## src/rtl/set_injector_seq.sv

```systemverilog
// rtl/set_injector_seq.sv - per-channel delayed SET/PULSE/RELEASE value injector
// Each channel runs its own IDLE/WAIT/PULSE sequencer; ABORT is always accepted.
module set_injector_seq #(
  parameter int                   SET_SIZE      = 5,
  parameter int                   SET_WIDTH     = 16,
  parameter int                   DLY_WIDTH     = 16,
  parameter logic [SET_WIDTH-1:0] DEFAULT_VALUE = '0,
  localparam int                  CW            = (SET_SIZE > 1) ? $clog2(SET_SIZE) : 1
) (
  input  logic                          clk,
  input  logic                          rst,
  input  logic                          i_cmd_valid,
  output logic                          o_cmd_ready,
  input  logic [CW-1:0]                 i_cmd_chan,
  input  logic [1:0]                    i_cmd_mode,
  input  logic [SET_WIDTH-1:0]          i_cmd_value,
  input  logic [DLY_WIDTH-1:0]          i_cmd_delay,
  input  logic [DLY_WIDTH-1:0]          i_cmd_length,
  output logic [SET_SIZE*SET_WIDTH-1:0] o_set_signals,
  output logic [SET_SIZE-1:0]           o_busy,
  output logic [SET_SIZE-1:0]           o_done,
  output logic                          o_cmd_err
);

  typedef enum logic [1:0] {S_IDLE, S_WAIT, S_PULSE} state_t;

  localparam logic [1:0] MODE_SET     = 2'b00;
  localparam logic [1:0] MODE_PULSE   = 2'b01;
  localparam logic [1:0] MODE_RELEASE = 2'b10;
  localparam logic [1:0] MODE_ABORT   = 2'b11;

  logic [31:0] chan_ext;
  logic        in_range;
  logic        busy_sel;

  assign chan_ext = 32'(i_cmd_chan);
  assign in_range = chan_ext < SET_SIZE;

  always_comb begin
    busy_sel = 1'b0;
    for (int k = 0; k < SET_SIZE; k++)
      if (i_cmd_chan == CW'(k)) busy_sel = o_busy[k];
  end

  assign o_cmd_ready = !in_range || (i_cmd_mode == MODE_ABORT) || !busy_sel;

  always_ff @(posedge clk or posedge rst) begin
    if (rst) o_cmd_err <= 1'b0;
    else     o_cmd_err <= i_cmd_valid && !in_range;
  end

  for (genvar k = 0; k < SET_SIZE; k++) begin : g_chan
    state_t               state;
    logic [DLY_WIDTH-1:0] cnt;
    logic [DLY_WIDTH-1:0] len;
    logic [SET_WIDTH-1:0] val;
    logic [SET_WIDTH-1:0] saved;
    logic [SET_WIDTH-1:0] out;
    logic [1:0]           mode;
    logic                 done;
    logic                 hit;
    logic                 apply;
    logic [SET_WIDTH-1:0] a_val;
    logic [1:0]           a_mode;
    logic [DLY_WIDTH-1:0] a_len;

    assign hit = i_cmd_valid && in_range && (i_cmd_chan == CW'(k));

    // A zero-delay command applies on its own acceptance edge, bypassing WAIT.
    always_comb begin
      apply  = 1'b0;
      a_val  = val;
      a_mode = mode;
      a_len  = len;
      if (state == S_IDLE && hit && i_cmd_mode != MODE_ABORT && i_cmd_delay == '0) begin
        apply  = 1'b1;
        a_val  = i_cmd_value;
        a_mode = i_cmd_mode;
        a_len  = i_cmd_length;
      end else if (state == S_WAIT && cnt == DLY_WIDTH'(1)) begin
        apply = 1'b1;
      end
    end

    always_ff @(posedge clk or posedge rst) begin
      if (rst) begin
        state <= S_IDLE;
        cnt   <= '0;
        len   <= '0;
        val   <= '0;
        saved <= '0;
        mode  <= MODE_SET;
        out   <= DEFAULT_VALUE;
        done  <= 1'b0;
      end else begin
        done <= 1'b0;
        if (hit && i_cmd_mode == MODE_ABORT) begin
          if (state == S_PULSE) out <= saved;
          state <= S_IDLE;
          cnt   <= '0;
        end else if (apply) begin
          case (a_mode)
            MODE_PULSE: begin
              saved <= out;
              out   <= a_val;
              state <= S_PULSE;
              cnt   <= (a_len == '0) ? DLY_WIDTH'(1) : a_len;
            end
            MODE_RELEASE: begin
              out   <= DEFAULT_VALUE;
              state <= S_IDLE;
              done  <= 1'b1;
            end
            default: begin
              out   <= a_val;
              state <= S_IDLE;
              done  <= 1'b1;
            end
          endcase
        end else begin
          case (state)
            S_IDLE: if (hit) begin
              val   <= i_cmd_value;
              mode  <= i_cmd_mode;
              len   <= i_cmd_length;
              cnt   <= i_cmd_delay;
              state <= S_WAIT;
            end
            S_WAIT: cnt <= cnt - 1'b1;
            S_PULSE: begin
              if (cnt == DLY_WIDTH'(1)) begin
                out   <= saved;
                state <= S_IDLE;
                done  <= 1'b1;
              end else begin
                cnt <= cnt - 1'b1;
              end
            end
            default: state <= S_IDLE;
          endcase
        end
      end
    end

    assign o_set_signals[k*SET_WIDTH +: SET_WIDTH] = out;
    assign o_busy[k] = (state != S_IDLE);
    assign o_done[k] = done;
  end

endmodule

```

## config.mk

```make
export PLATFORM = sky130hd
export DESIGN_NAME = set_injector_seq
export DESIGN_NICKNAME = d
export VERILOG_FILES = /design/src/rtl/set_injector_seq.sv
export SDC_FILE = /design/constraint.sdc
export NUM_CORES = 1
export LEC_CHECK = 0
export ABC_AREA = 1
export CAP_MARGIN = 20
export CORE_MARGIN = 8
export CORE_UTILIZATION = 45
export DETAILED_ROUTE_END_ITERATION = 6
export GPL_TIMING_DRIVEN = 1
export HOLD_SLACK_MARGIN = 0.08
export MAX_ROUTING_LAYER = met4
export PLACE_DENSITY = 0.66
export SETUP_SLACK_MARGIN = 0.5
export SYNTH_ARGS = -nofsm -noshare
export SYNTH_HDL_FRONTEND = slang
export SYNTH_SLANG_ARGS = --single-unit
```

## constraint.sdc

```tcl
create_clock -name clk -period 22.1 [get_ports clk]
set_input_delay 6.63 -clock clk [delete_from_list [all_inputs] [get_ports clk]]
set_output_delay 6.63 -clock clk [all_outputs]
set_load 0.02 [all_outputs]
```

==> reports/results.txt, run 1 <==
The count of endpoints failing hold in the final timing report is 0. Setup repair after global routing left no endpoint under its margin. For the via count of the first global-routing pass, the log shows 20400.

The logs give 0.453 for the initial standard-cell utilization of the core and 1965 for the DRC violation total after the first TritonRoute iteration. Period utilization: 0.678. During placement, the flow inserted port buffers numbering 147. Synthesis handed over a netlist of 3028 instances. The post-synthesis net count is 3109, and the number of search-and-repair iterations in the first detailed-routing pass is 6. Along the worst path, the maximum fanout reaches 5.

The number of cells on the worst reg-to-reg path was 12; the switching power as a share of total power was 0.384. For the worst-skew pair, the clock arrives at the later sink with an insertion delay of 0.60 ns. For this run the aggregate overflow at the end of global routing stands at 0. The run finished with clean final reports. The logs give 0 for the total setup violations reported at the end of the flow and 1.20 mW for the switching power. Timing analysis after detailed placement gives a worst setup slack of 7.11 ns.

Entering global routing, the biggest net connects 119 pins. The final core utilization was 0.523. For the combined area of all synthesized cells, the log shows 0.0231 mm^2. The kind of end point of the critical path was a primary output. VDD sags by at most 0.0699 mV.

Total of flip-flops plus latches after synthesis: 426. The DRC violation count after routing was 0; the layout cell share with drive strength beyond 1 was 0.0710. The run gives 0.0590 mm^2 as the area of the die. For this run, the leading register cell type out of synthesis is dfrtp_1.

Once placement completed, the tool counted placed cells totaling 3729. CTS built an H-tree with a depth of 2. The run gives 48 as the clock buffer count from CTS. The clock root buffer is clkbuf_16. The share of async-settable or async-resettable flops after synthesis was 1.00; the hold-critical path depth was 2.

The number of enable flip-flop cells after synthesis was 0; the number of gates given a new drive strength after cts was 0. The remaining number of nets flagged by the antenna check after routing came out at 0. Post-CTS timing repair inserted 0 buffers for setup. Cell internal power was estimated by the tool at 1.92 mW. Die boundary width: 243 um.

Once placement finished, the instance area stood at 0.0250 mm^2. The total of warnings raised by yosys came out at 0. The run gives 0.347 as the combinational share of power. For the required time of the critical path, the log shows 15.47 ns. The worst hold path belongs to the class reg -> reg.

Type of the worst setup path: in -> out. TritonCTS built the clock tree. The clock transition at the registers of the reported paths came out at 0.05 ns.

The run gives 0.0267 mm^2 as the final design instance area without fill. For the floorplan row count, the log shows 83. Summed over all cells, the static leakage comes to 12.6 nW.

After routing, the total negative slack on setup checks comes to 0 ns. After legalization and detailed placement, the total HPWL measured 53.0 mm. The top cell types in the final layout, fill and taps aside, are 813 x nand2_1, 471 x o21ai_0, 426 x dfrtp_1. The first global-routing pass estimated 120 mm of wire. The total number of vias came out at 21100. The most common cell after layout, fill and taps aside is nand2_1. The maximum clock insertion buffer count was 3. The register area share after synthesis is 0.461, and the power after layout is 3.12 mW. Endpoint arrival time on the critical path: 8.36 ns.

The max-slew violation count is 0. The number of vias per cell after detailed routing came out at 5.52. The total wire length after detailed routing is 76.4 mm. The run gives 0 as the number of max-capacitance violations reported. The worst slew margin relative to its limit was 0.302. The filler-free cell count of the finished design was 3821; the worst hold margin was 0.481 ns. The die is 243 um tall. At the pin with the least slew margin, the transition time is 1.04 ns. The number of antenna violations at the first check in global routing was 3. In this run the mean area of a mapped cell was 7.64 um^2. The clock network power share came out at 0.279. The final critical delay including setup and external delays is 14.99 ns, and the global router's overall resource usage is 0.262. The area added between synthesis and finish works out to 15.5%.

The routability congestion estimate from global placement is 0.940, and the total power per unit cell area is 117 mW/mm^2. The post-cts hold buffer count is 0, and the fraction of power consumed by sequential logic is 0.374. The worst setup path is launched from an input port.

The tools report the post-route worst setup slack as 7.11 ns. The number of library cell types mapped by synthesis was 56; the number of sinks driven by the clock tree was 426. The total I/O pin count is 148, and the worst clock skew is 0.0234 ns. The core footprint is 0.0511 mm^2.

The highest achievable clock rate is 66.7 MHz. The total number of nets in the final design is 3183, and the per-cell routed wire length is 20.0 um.
==> state kept, by name, indices dropped and copies added (netlist names) <==
register / count
g_chan.state: 10
o_cmd_err: 1
g_chan.val: 80
g_chan.len: 80
g_chan.out: 80
g_chan.saved: 80
g_chan.cnt: 80
g_chan.mode: 10
g_chan.done: 5
==> synthesized netlist by cell type (12+ instances only) <==
| cell type | number | area (um^2) |
|---|---|---|
| nor2_2 | 12 | 75.1 |
| xor2_1 | 21 | 184 |
| nand2_1 | 818 | 3070 |
| nand3_1 | 135 | 676 |
| nor2_1 | 225 | 845 |
| inv_1 | 235 | 882 |
| a21boi_1 | 14 | 105 |
| buf_2 | 50 | 250 |
| nor3_1 | 28 | 140 |
| inv_2 | 19 | 71.3 |
| a21oi_1 | 160 | 801 |
| nand2_2 | 12 | 75.1 |
| o21ai_1 | 57 | 285 |
| o21bai_1 | 13 | 97.6 |
| a22oi_1 | 34 | 255 |
| o21ai_0 | 471 | 2360 |
| dfrtp_1 | 426 | 10700 |
| ha_1 | 25 | 313 |
| o211ai_1 | 26 | 195 |
| mux2_2 | 14 | 158 |
| clkbuf_1 | 71 | 267 |
==> worst max-delay path, cell delays in order <==
cell,delay [ns]
clkdlybuf4s50_1,0.58
nand2_1,0.08
nor2_1,0.15
nand2_1,0.07
nand2_1,0.07
o21ai_0,0.08
nand4_1,0.09
clkdlybuf4s50_1,0.62
==> path summary, 6_finish.rpt <==
kind	slack, ns	to	startpoint
max	7.11	o_cmd_ready	i_cmd_chan[0]
min	0.48	g_chan[3].len[3]$_DFFE_PP0P_	g_chan[3].len[3]$_DFFE_PP0P_
max reg2reg	18.02	g_chan[3].cnt[0]$_DFFE_PP0P_	g_chan[3].state[0]$_DFFE_PP0P_
min reg2reg	0.48	g_chan[3].len[3]$_DFFE_PP0P_	g_chan[3].len[3]$_DFFE_PP0P_
max in group asynchronous	13.35	g_chan[3].cnt[13]$_DFFE_PP0P_	rst
min in group asynchronous	6.61	g_chan[2].out[6]$_DFFE_PP0P_	rst
==> metal layers <==
layer	global-route usage	wire length [um]	vias to the layer above
met4	0.0926	2780	0
met5	-	0	-
met1	0.343	33600	10100
met3	0.0367	4740	138
li1	-	-	10100
met2	0.413	35200	737
==> power by group through the flow <==
stage	combinational, mW	sequential [mW]	clock (mW)
2_1_floorplan	0.803	1.14	0
3_3_place_gp	1.06	1.17	0
3_5_place_dp	1.07	1.17	0
4_1_cts	1.08	1.16	0.885
5_1_grt	1.24	1.20	0.916
6_report	1.08	1.17	0.870
==> logic make-up after synthesis <==
group / share of synthesized area
AO/OA/AOI/OAI: 0.191
buffers and inverters: 0.0732
AND/OR/NAND/NOR: 0.233
flip-flops: 0.461
XOR/XNOR: 0.0117
adder cells (fa/ha/maj): 0.0135
multiplexers: 0.0170
==> area by class of cell <==
| type | count | area, um^2 |
|---|---|---|
| Tap cell | 680 | 851 |
| Multi-Input combinational cell | 2196 | 10800 |
| Inverter | 261 | 988 |
| Sequential cell | 426 | 10700 |
| Clock buffer | 64 | 1360 |
| Antenna cell | 2 | 5.00 |
| Clock inverter | 23 | 364 |
| Fill cell | 4967 | 24400 |
| Timing Repair Buffer | 169 | 1690 |
Power figures use the tool's default switching activity.
==> run 2, diff against run 1 <==
Settings changed: PLACE_DENSITY 0.66 to 0.69.
Clock period 22.1 ns to 12.8 ns, I/O delays scaled along.
==> reports/results.txt, run 2 (synthesis gave the netlist of run 1 again) <==
The tools report the via count of the first global-routing pass as 20200 (-1.4%). The largest individual stage delay along the critical path comes from the cell clkdlybuf4s50_1. The critical path startpoint category was an input port.

The worst hold path belongs to the class reg -> reg. For the post-cts hold buffer count, the log shows 0 (unchanged). For the required time of the critical path, the log shows 8.96 ns (-6.51 ns). The run gives 0 ns (unchanged) as the setup TNS. The period utilization was 0.739; the routability congestion estimate from global placement was 0.945 (+0.60%). The critical path starts at i_cmd_chan[0].

The run gives 0 (unchanged) as the buffer count from post-CTS setup fixing. Among cell families on the critical path, the largest total delay comes from buffers and inverters. For the filler-free cell count of the finished design, the log shows 3820 (-0.026%). The reported leakage power was 12.5 nW (-0.20%); the total power per unit cell area was 199 mW/mm^2 (+71%). The leftover overflow at the end of global routing was 0 (unchanged). The clock root buffer is clkbuf_16. Core footprint: 0.0511 mm^2 (unchanged). The first-pass GRT wire length is 119 mm (-1.4%), and the remaining number of nets flagged by the antenna check after routing is 0 (unchanged).

In the layout the commonest cells are 813 x nand2_1, 471 x o21ai_0, 426 x dfrtp_1. The maximum fanout along the worst path works out to 5 (unchanged). By instance count, the cell type seen most on the critical path is nand2_1. The max-slew violation count was 0 (unchanged); the initial standard-cell utilization of the core was 0.453 (unchanged).

The library cell used most frequently in the layout, excluding fill and tap cells, is nand2_1. The DRC violation total after the first TritonRoute iteration is 2236 (+14%). The DRC violation count after routing was 0 (unchanged); the maximum VDD drop was 0.106 mV (+52%). The area of the die is 0.0590 mm^2 (unchanged), and the highest achievable clock rate is 106 MHz.

The worst slew margin relative to its limit is 0.270 (-0.0318), and the total number of nets in the final design is 3183 (unchanged). The total number of vias is 21300 (+1.2%). The clock buffer count from CTS was 47 (-2.1%); the maximum clock insertion buffer count was 3 (unchanged). The type of the worst setup path was in -> out. STA classifies the critical path endpoint as a primary output. The latest clock arrival within the worst-skew pair was 0.60 ns (about the same); the count of endpoints failing hold in the final timing report was 0 (unchanged). The layout cell share with drive strength beyond 1 came out at 0.0701 (-0.000933).

The number of H-tree levels is 2 (unchanged), and the count of port buffers added during placement is 147 (unchanged). The transition at the pin with the smallest max-transition slack came out at 1.09 ns (+0.0488 ns). The height of the chip is 243 um (unchanged). Setup repair after global routing left no endpoint under its margin. The number of search-and-repair iterations in the first detailed-routing pass was 6 (unchanged).

For the instance count after placement with tap cells included, the log shows 3726 (-0.080%). The number of buffer and inverter instances along the worst setup path works out to 2 (unchanged). The startpoint identified for the worst hold timing path is g_chan[3].len[10]$_DFFE_PP0P_.

Post-DP HPWL: 53.1 mm (+0.14%). Global router's overall resource usage: 0.258 (-0.00319). The number of vias per cell after detailed routing was 5.59 (+1.2%).

The run finished with clean final reports. The signal on the critical path passes through clkdlybuf4s50_1 > nand2_1 > nor2_1 > nand2_1 > nand2_1 > o21ai_0 > nand4_1 > clkdlybuf4s50_1. The run gives 148 (unchanged) as the total I/O pin count. The number of max-capacitance violations reported is 0 (unchanged).

The number of gates given a new drive strength after cts came out at 0 (unchanged). The endpoint arrival time on the critical path came out at 5.62 ns (-2.74 ns). The pin count of the biggest net entering global routing is 79 (-34%), and the worst clock skew is 0.0186 ns (-0.00488 ns). The final critical delay including setup and external delays is 9.46 ns, and the total setup violations reported at the end of the flow is 0 (unchanged). The biggest cell delay along the critical path came out at 0.63 ns (about the same). The per-cell routed wire length was 19.9 um (-0.53%); the number of antenna violations at the first check in global routing was 2 (-1).

In this run the critical register-to-register path is launched from g_chan[1].state[0]$_DFFE_PP0P_. The clock transition at the registers of the reported paths was 0.06 ns (about the same). The area added between synthesis and finish was 15.4%.

Die boundary width: 243 um (unchanged). The tools report the total wire length after detailed routing as 76.0 mm (-0.56%). Floorplan row count: 83 (unchanged). TritonCTS built the clock tree. The run gives 426 (unchanged) as the number of sinks driven by the clock tree.
-- run 2: metrics by stage --
stage	total power, mW	area (um^2)	utilization	setup slack, ns	hold slack (ns)
2_1_floorplan	3.35	23200	-	3.21	0.447
3_3_place_gp	3.83	24900	0.487	3.31	0.462
3_5_place_dp	3.88	24900	0.488	3.33	0.468
4_1_cts	5.31	26500	0.519	3.32	0.482
5_1_grt	5.69	26700	0.523	3.16	0.497
6_report	5.32	26700	0.523	3.34	0.480
-- run 2: routing by layer --
layer  track usage  up-vias  part of all wire
met5             -        -                 0
met4        0.0876        0             0.033
met3        0.0361      128             0.068
met2         0.389      811              0.45
met1         0.357    10300              0.45
li1              -    10100                 -
-- run 2: path summary, 6_finish.rpt --
path,slack (ns),cells past startpoint,endpoint
min in group asynchronous,3.49,2,g_chan[2].out[5]$_DFFE_PP0P_
hold reg to reg,0.48,2,g_chan[3].len[10]$_DFFE_PP0P_
max in group asynchronous,6.99,5,g_chan[0].done$_DFF_PP0_
setup / recovery,3.34,8,o_cmd_ready
setup reg to reg,8.76,10,g_chan[1].out[14]$_DFFE_PP0P_
hold / removal,0.48,2,g_chan[3].len[10]$_DFFE_PP0P_
-- run 2: worst reg2reg max path: stages (launching register included) --
cell and delay, ns:
dfrtp_1 0.38, inv_1 0.09, ha_1 0.40, nand3_2 0.19, nor2_4 0.26, nand3_4 0.54
nand2_1 0.68, nand2_2 0.50, nand2_1 0.70, nor2_1 0.11, a21oi_1 0.15
-- run 2: where the power goes --
part / total, mW / internal (mW) / switching, mW
sequential: 2.01 / 1.73 / 0.281
clock: 1.42 / 0.833 / 0.587
combinational: 1.89 / 0.672 / 1.21
-- run 2: cell type report --
| type | count | area, um^2 |
|---|---|---|
| Multi-Input combinational cell | 2196 | 10800 |
| Inverter | 261 | 985 |
| Antenna cell | 2 | 5.00 |
| Timing Repair Buffer | 170 | 1770 |
| Sequential cell | 426 | 10700 |
| Tap cell | 680 | 851 |
| Clock buffer | 70 | 1420 |
| Fill cell | 4888 | 24400 |
| Clock inverter | 15 | 195 |
